## src/rtl/merlin_arb_pkg.sv

```systemverilog
// Shared constants for the Merlin instruction/data memory arbiter.
//   OWNER_I / OWNER_D : owner-FIFO encoding of which core port issued a request
//   SIZE_WORD         : access size driven for instruction fetches
package merlin_arb_pkg;

    localparam logic       OWNER_I   = 1'b0;
    localparam logic       OWNER_D   = 1'b1;
    localparam logic [1:0] SIZE_WORD = 2'b10;

endpackage

```

## src/rtl/merlin_arb_owner_fifo.sv

```systemverilog
// In-order owner FIFO: one bit per in-flight target request, recording which
// port issued it so the matching response can be routed back.
// Ports:
//   clk_i, rst_ni       clock, asynchronous active-low reset
//   push_i, data_i      enqueue data_i (ignored when full)
//   pop_i               dequeue the head (ignored when empty)
//   full_o, empty_o     occupancy flags
//   head_o              oldest entry
module merlin_arb_owner_fifo #(
    parameter int unsigned Depth = 2
) (
    input  logic clk_i,
    input  logic rst_ni,
    input  logic push_i,
    input  logic data_i,
    input  logic pop_i,
    output logic full_o,
    output logic empty_o,
    output logic head_o
);

    localparam int unsigned PtrW = (Depth > 1) ? $clog2(Depth) : 1;
    // One extra bit so a full FIFO is distinguishable from an empty one.
    localparam int unsigned CntW = $clog2(Depth) + 1;

    logic [Depth-1:0] mem_q;
    logic [PtrW-1:0]  wr_ptr_q, rd_ptr_q;
    logic [CntW-1:0]  count_q;
    logic             do_push, do_pop;

    assign full_o  = (count_q == CntW'(Depth));
    assign empty_o = (count_q == '0);
    assign head_o  = mem_q[rd_ptr_q];
    assign do_push = push_i & ~full_o;
    assign do_pop  = pop_i & ~empty_o;

    // Depth is a power of two, so the pointers wrap naturally.
    always_ff @(posedge clk_i or negedge rst_ni) begin
        if (!rst_ni) begin
            mem_q    <= '0;
            wr_ptr_q <= '0;
            rd_ptr_q <= '0;
            count_q  <= '0;
        end else begin
            if (do_push) begin
                mem_q[wr_ptr_q] <= data_i;
                wr_ptr_q        <= wr_ptr_q + PtrW'(1);
            end
            if (do_pop) begin
                rd_ptr_q <= rd_ptr_q + PtrW'(1);
            end
            if (do_push && !do_pop) begin
                count_q <= count_q + CntW'(1);
            end else if (do_pop && !do_push) begin
                count_q <= count_q - CntW'(1);
            end
        end
    end

endmodule

```

## src/rtl/merlin_mem_arbiter.sv

```systemverilog
// Two-requester memory arbiter: shares one single-ported target between the
// Merlin instruction port (i*) and data port (d*). Requests are multiplexed
// onto the target request channel (mreq*); an in-order owner FIFO steers each
// target response (mrsp*) back to the port that issued it.
// Ports:
//   clk_i, resetb_i     clock, asynchronous active-low reset
//   ireq*/irsp*         instruction port (word reads only)
//   dreq*/drsp*         data port
//   mreq*/mrsp*         target channel
//   spurious_o          sticky: a response arrived while nothing was in flight
// Configuration macro MERLIN_ARB_DATA_PRIORITY_EN: when defined the data port
// always wins a conflict; otherwise conflicts are resolved round-robin.
module merlin_mem_arbiter
    import merlin_arb_pkg::*;
#(
    parameter int unsigned C_ADDR_SZ     = 32,
    parameter int unsigned C_DATA_SZ     = 32,
    parameter int unsigned C_OUTSTANDING = 2
) (
    input  logic                 clk_i,
    input  logic                 resetb_i,
    output logic                 ireqready_o,
    input  logic                 ireqvalid_i,
    input  logic [C_ADDR_SZ-1:0] ireqaddr_i,
    input  logic                 irspready_i,
    output logic                 irspvalid_o,
    output logic                 irsprerr_o,
    output logic [C_DATA_SZ-1:0] irspdata_o,
    output logic                 dreqready_o,
    input  logic                 dreqvalid_i,
    input  logic                 dreqwrite_i,
    input  logic [1:0]           dreqsize_i,
    input  logic [C_ADDR_SZ-1:0] dreqaddr_i,
    input  logic [C_DATA_SZ-1:0] dreqdata_i,
    input  logic                 drspready_i,
    output logic                 drspvalid_o,
    output logic                 drsperr_o,
    output logic [C_DATA_SZ-1:0] drspdata_o,
    input  logic                 mreqready_i,
    output logic                 mreqvalid_o,
    output logic                 mreqwrite_o,
    output logic [1:0]           mreqsize_o,
    output logic [C_ADDR_SZ-1:0] mreqaddr_o,
    output logic [C_DATA_SZ-1:0] mreqdata_o,
    output logic                 mrspready_o,
    input  logic                 mrspvalid_i,
    input  logic                 mrsperr_i,
    input  logic [C_DATA_SZ-1:0] mrspdata_i,
    output logic                 spurious_o
);

    logic grant;
    logic grant_valid;
    logic req_hs;
    logic rsp_pop;
    logic fifo_full, fifo_empty, fifo_head;
    logic lock_q, lock_d;
    logic lock_owner_q, lock_owner_d;
    logic spurious_q, spurious_d;
`ifndef MERLIN_ARB_DATA_PRIORITY_EN
    logic last_grant_q, last_grant_d;
`endif

    // Grant depends only on valids and registered state, never on mreqready_i.
    always_comb begin
        grant = OWNER_I;
        if (lock_q) begin
            grant = lock_owner_q;
        end else if (ireqvalid_i && dreqvalid_i) begin
`ifdef MERLIN_ARB_DATA_PRIORITY_EN
            grant = OWNER_D;
`else
            grant = ~last_grant_q;
`endif
        end else if (dreqvalid_i) begin
            grant = OWNER_D;
        end
        grant_valid = (grant == OWNER_D) ? dreqvalid_i : ireqvalid_i;
    end

    // Valid/ready outputs are forced low while reset is asserted.
    assign mreqvalid_o = resetb_i & grant_valid & ~fifo_full;
    assign ireqready_o = resetb_i & (grant == OWNER_I) & mreqready_i & ~fifo_full;
    assign dreqready_o = resetb_i & (grant == OWNER_D) & mreqready_i & ~fifo_full;
    assign req_hs      = mreqvalid_o & mreqready_i;

    always_comb begin
        if (grant == OWNER_D) begin
            mreqwrite_o = dreqwrite_i;
            mreqsize_o  = dreqsize_i;
            mreqaddr_o  = dreqaddr_i;
            mreqdata_o  = dreqdata_i;
        end else begin
            mreqwrite_o = 1'b0;
            mreqsize_o  = SIZE_WORD;
            mreqaddr_o  = ireqaddr_i;
            mreqdata_o  = '0;
        end
    end

    // Response routing by FIFO head; an ownerless beat is accepted and dropped.
    always_comb begin
        irspvalid_o = 1'b0;
        drspvalid_o = 1'b0;
        mrspready_o = 1'b0;
        if (resetb_i) begin
            if (fifo_empty) begin
                mrspready_o = 1'b1;
            end else if (fifo_head == OWNER_D) begin
                drspvalid_o = mrspvalid_i;
                mrspready_o = drspready_i;
            end else begin
                irspvalid_o = mrspvalid_i;
                mrspready_o = irspready_i;
            end
        end
    end

    assign irsprerr_o = mrsperr_i;
    assign irspdata_o = mrspdata_i;
    assign drsperr_o  = mrsperr_i;
    assign drspdata_o = mrspdata_i;
    assign rsp_pop    = mrspvalid_i & mrspready_o & ~fifo_empty;
    assign spurious_o = spurious_q;

    always_comb begin
        lock_d       = lock_q;
        lock_owner_d = lock_owner_q;
        spurious_d   = spurious_q | (mrspvalid_i & fifo_empty);
        if (req_hs) begin
            lock_d = 1'b0;
        end else if (mreqvalid_o) begin
            // Stalled offer: hold this grant until the target takes it.
            lock_d       = 1'b1;
            lock_owner_d = grant;
        end
`ifndef MERLIN_ARB_DATA_PRIORITY_EN
        last_grant_d = req_hs ? grant : last_grant_q;
`endif
    end

    always_ff @(posedge clk_i or negedge resetb_i) begin
        if (!resetb_i) begin
            lock_q       <= 1'b0;
            lock_owner_q <= OWNER_I;
            spurious_q   <= 1'b0;
`ifndef MERLIN_ARB_DATA_PRIORITY_EN
            last_grant_q <= OWNER_D;
`endif
        end else begin
            lock_q       <= lock_d;
            lock_owner_q <= lock_owner_d;
            spurious_q   <= spurious_d;
`ifndef MERLIN_ARB_DATA_PRIORITY_EN
            last_grant_q <= last_grant_d;
`endif
        end
    end

    merlin_arb_owner_fifo #(
        .Depth (C_OUTSTANDING)
    ) u_owner_fifo (
        .clk_i   (clk_i),
        .rst_ni  (resetb_i),
        .push_i  (req_hs),
        .data_i  (grant),
        .pop_i   (rsp_pop),
        .full_o  (fifo_full),
        .empty_o (fifo_empty),
        .head_o  (fifo_head)
    );

endmodule

```

## config.mk

```make
export PLATFORM = sky130hd
export DESIGN_NAME = merlin_mem_arbiter
export DESIGN_NICKNAME = d
export VERILOG_FILES = /design/src/rtl/merlin_arb_pkg.sv /design/src/rtl/merlin_arb_owner_fifo.sv /design/src/rtl/merlin_mem_arbiter.sv
export SDC_FILE = /design/constraint.sdc
export NUM_CORES = 1
export LEC_CHECK = 0
export CORE_AREA = 2 2 109 111
export CTS_BUF_LIST = sky130_fd_sc_hd__clkbuf_4
export DETAILED_ROUTE_END_ITERATION = 10
export DIE_AREA = 0 0 111 113
export PLACE_DENSITY_LB_ADDON = 0.05
export SLEW_MARGIN = 10
export SYNTH_ARGS = -nofsm -noshare
export SYNTH_HDL_FRONTEND = slang
export SYNTH_SLANG_ARGS = --single-unit
```

## constraint.sdc

```tcl
create_clock -name clk_i -period 5.1 [get_ports clk_i]
set_clock_uncertainty 0.1 [all_clocks]
set_input_delay 1.02 -clock clk_i [delete_from_list [all_inputs] [get_ports clk_i]]
set_output_delay 1.02 -clock clk_i [all_outputs]
set_load 0.01 [all_outputs]
```

==> metrics.csv <==
metric,value,unit
hold_ws,0.353,ns
nets,448,
cts hold-fix bufs,0,
buffers plus inverters on the worst setup path,3,
Ports,280,
WL per Instance,13.4,um
async set-reset flop share out of synthesis,100,%
finished layout cell area,3170,um^2
vias in the first global route,1713,
Slew Limit Fails,0,
setup TNS,0,ns
synth unique cells,31,
part of the cycle the worst path needs,84.1,%
mean area per synthesized cell,8.62,um^2
worst endpoint required time,3.98,ns
First DRT Iteration DRCs,30,
gpl congestion,0.712,
"delay-heaviest family, CP",buffers and inverters,
Synth area leader,buf_4,
top-count cell post-synth,buf_4,
FP Rows,39,
type of origin of the critical path,input port,
Overflow after GRT,0,
clk_lat worst skew,0.26,ns
largest net degree at the start of global routing,39,
port bufs,180,
measured slew at the worst slew-check pin,0.439,ns
Worst Path Max Fanout,33,
DRC Markers,0,
drt pass-1 iters,4,
max_slew headroom,70.7,%
final setup fails,0,
gr usage total,8.92,%
Post-synth EDFFs,0,
top_reg_cell synth,dfrtp_1,
# H-tree levels,1,
CTS buffer count,3,
mapped cell area,1650,um^2
Power Density,411,nW/um^2
Worst Setup End Kind,primary output,
worst reg-to-reg setup slack,3.08,ns
worst setup path class,input port to primary output,
status,"complete, no violations",
final-report hold violation count,0,
critical-path cell list,clkdlybuf4s50_1 -> nand2_1 -> nand2_1 -> o21a_1 -> buf_4 -> mux2_2 -> clkdlybuf4s50_1,
Routed Wire Length,6020,um
syn nets,333,
P_leak,1.19,nW
"Seq/Total Area, Yosys",15.2,%
estimated wirelength of the detail-placed design,5120,um
Placement Cell Area,3140,um^2
Max-Cap Viols,0,
"slowest stage delay, CP",0.51,ns
dpl cells,445,
initial antenna violation count,0,
VDD IR max,0.166,mV
Slowest cell on crit path,clkdlybuf4s50_1,
clock root cell,clkbuf_4,
post-synth top area share,30.0,%
Mapped Cells,192,
vias per cell,3.58,
Non-Filler Instances,449,
total power,1.30,mW
initial core utilization,14.7,%
Post-synth top cells,"buf_4 (66), and2_1 (34), mux2_2 (27), dfrtp_1 (9)",
Post-CTS Setup Bufs,0,
CTS tree,yes,
HP Class,flip-flop to flip-flop,
Worst-path clk slew,0.07,ns
clk buf depth,2,
number of synthesized register bits,10,
via count,1606,
Tmin final,4.29,ns
# clock sinks,10,
antenna-violating nets left,0,
Die Y,113,um
CORE AREA,11300,um^2
Worst EP arrival,3.17,ns
"top cells by area, synth","buf_4 (30%), mux2_2 (18%), dfrtp_1 (14%), and2_1 (13%), mux2_1 (4.1%)",
synth warn,0,
Die X-Extent,111,um
Fmax,233,MHz
Area Growth Syn to Fin,91.4,%
fillers,1194,
first-pass GRT wire length,9050,um
DIE AREA,12500,um^2
PostCTS Resize Cnt,0,
ANT cells,0,
share of cells above drive strength 1,13.1,%
RSZ-0062 raised after global routing,false,
## layout make-up
type	count	area, um^2	area share, %
repair buffers	184	1830	57.9
flip-flops and latches	10	251	7.94
inverters	3	11.3	0.356
multi-input cells	105	866	27.4
clock inverters	1	3.75	0.119
clock buffers	3	22.5	0.711
well taps	143	179	5.65
## layer usage
metal	vias to the layer above	GRT usage (%)	wire, um	part of all wire, %
met5	-	0	0	0
met4	0	2.17	99	1.6
met3	17	3.27	609	10
met2	105	16.6	3150	52
met1	696	9.61	2170	36
li1	788	-	-	-
## metrics by stage
stage,util [%],worst slack [ns]
3_3_place_gp,27.8,0.778
3_5_place_dp,27.8,0.781
5_1_grt,28.1,0.671
2_1_floorplan,-,1.88
4_1_cts,28.1,0.770
6_report,28.1,0.809
## cells in the final DEF, fill, tap and decap left out, types with 2 or more instances in the layout
cell type and instances:
xnor2_1 3, mux2_1 6, mux2i_1 3, clkbuf_4 3, nor2b_1 2, o21a_1 2
a31oi_1 2, nand2_1 3, nor2_1 6, a21oi_1 2, xor2_1 2, buf_4 4
clkdlybuf4s50_1 180, and2_1 34, mux2_2 27, inv_1 3, dfrtp_1 9
## sequential cells by signal (all words and copies together), names as in the netlist
register / cells
u_owner_fifo.wr_ptr_q: 1
spurious_o: 1
lock_q: 1
u_owner_fifo.rd_ptr_q: 1
lock_owner_q: 1
u_owner_fifo.mem_q: 2
u_owner_fifo.count_q: 2
last_grant_q: 1
## power by group
part | internal, mW | total, mW | switching (mW)
Combinational | 0.657 | 1.09 | 0.428
Sequential | 0.119 | 0.158 | 0.0388
Clock | 0.0282 | 0.0566 | 0.0283
Total | 0.804 | 1.30 | 0.495
## cell families (layout without fill, tap and decap cells)
| group | Yosys count | count (layout) | synth area share, % |
|---|---|---|---|
| flip-flops | 10 | 10 | 15.2 |
| adder cells (fa/ha/maj) | 1 | 1 | 0.756 |
| multiplexers | 37 | 37 | 25.2 |
| XOR/XNOR | 5 | 5 | 2.65 |
| AO/OA/AOI/OAI | 10 | 10 | 5.22 |
| buffers and inverters | 77 | 191 | 32.7 |
| AND/OR/NAND/NOR | 52 | 52 | 18.3 |
## final timing paths
check / cells after the start / endpoint / startpoint
min: 1 / spurious_o / spurious_o
max reg2reg: 8 / u_owner_fifo.count_q[1] / u_owner_fifo.count_q[1]
min in group asynchronous: 2 / u_owner_fifo.mem_q[0] / resetb_i
min reg2reg: 1 / spurious_o / spurious_o
max in group asynchronous: 2 / last_grant_q / resetb_i
max: 7 / mreqaddr_o[0] / ireqvalid_i
No activity file was read; power rests on OpenSTA's default activity.
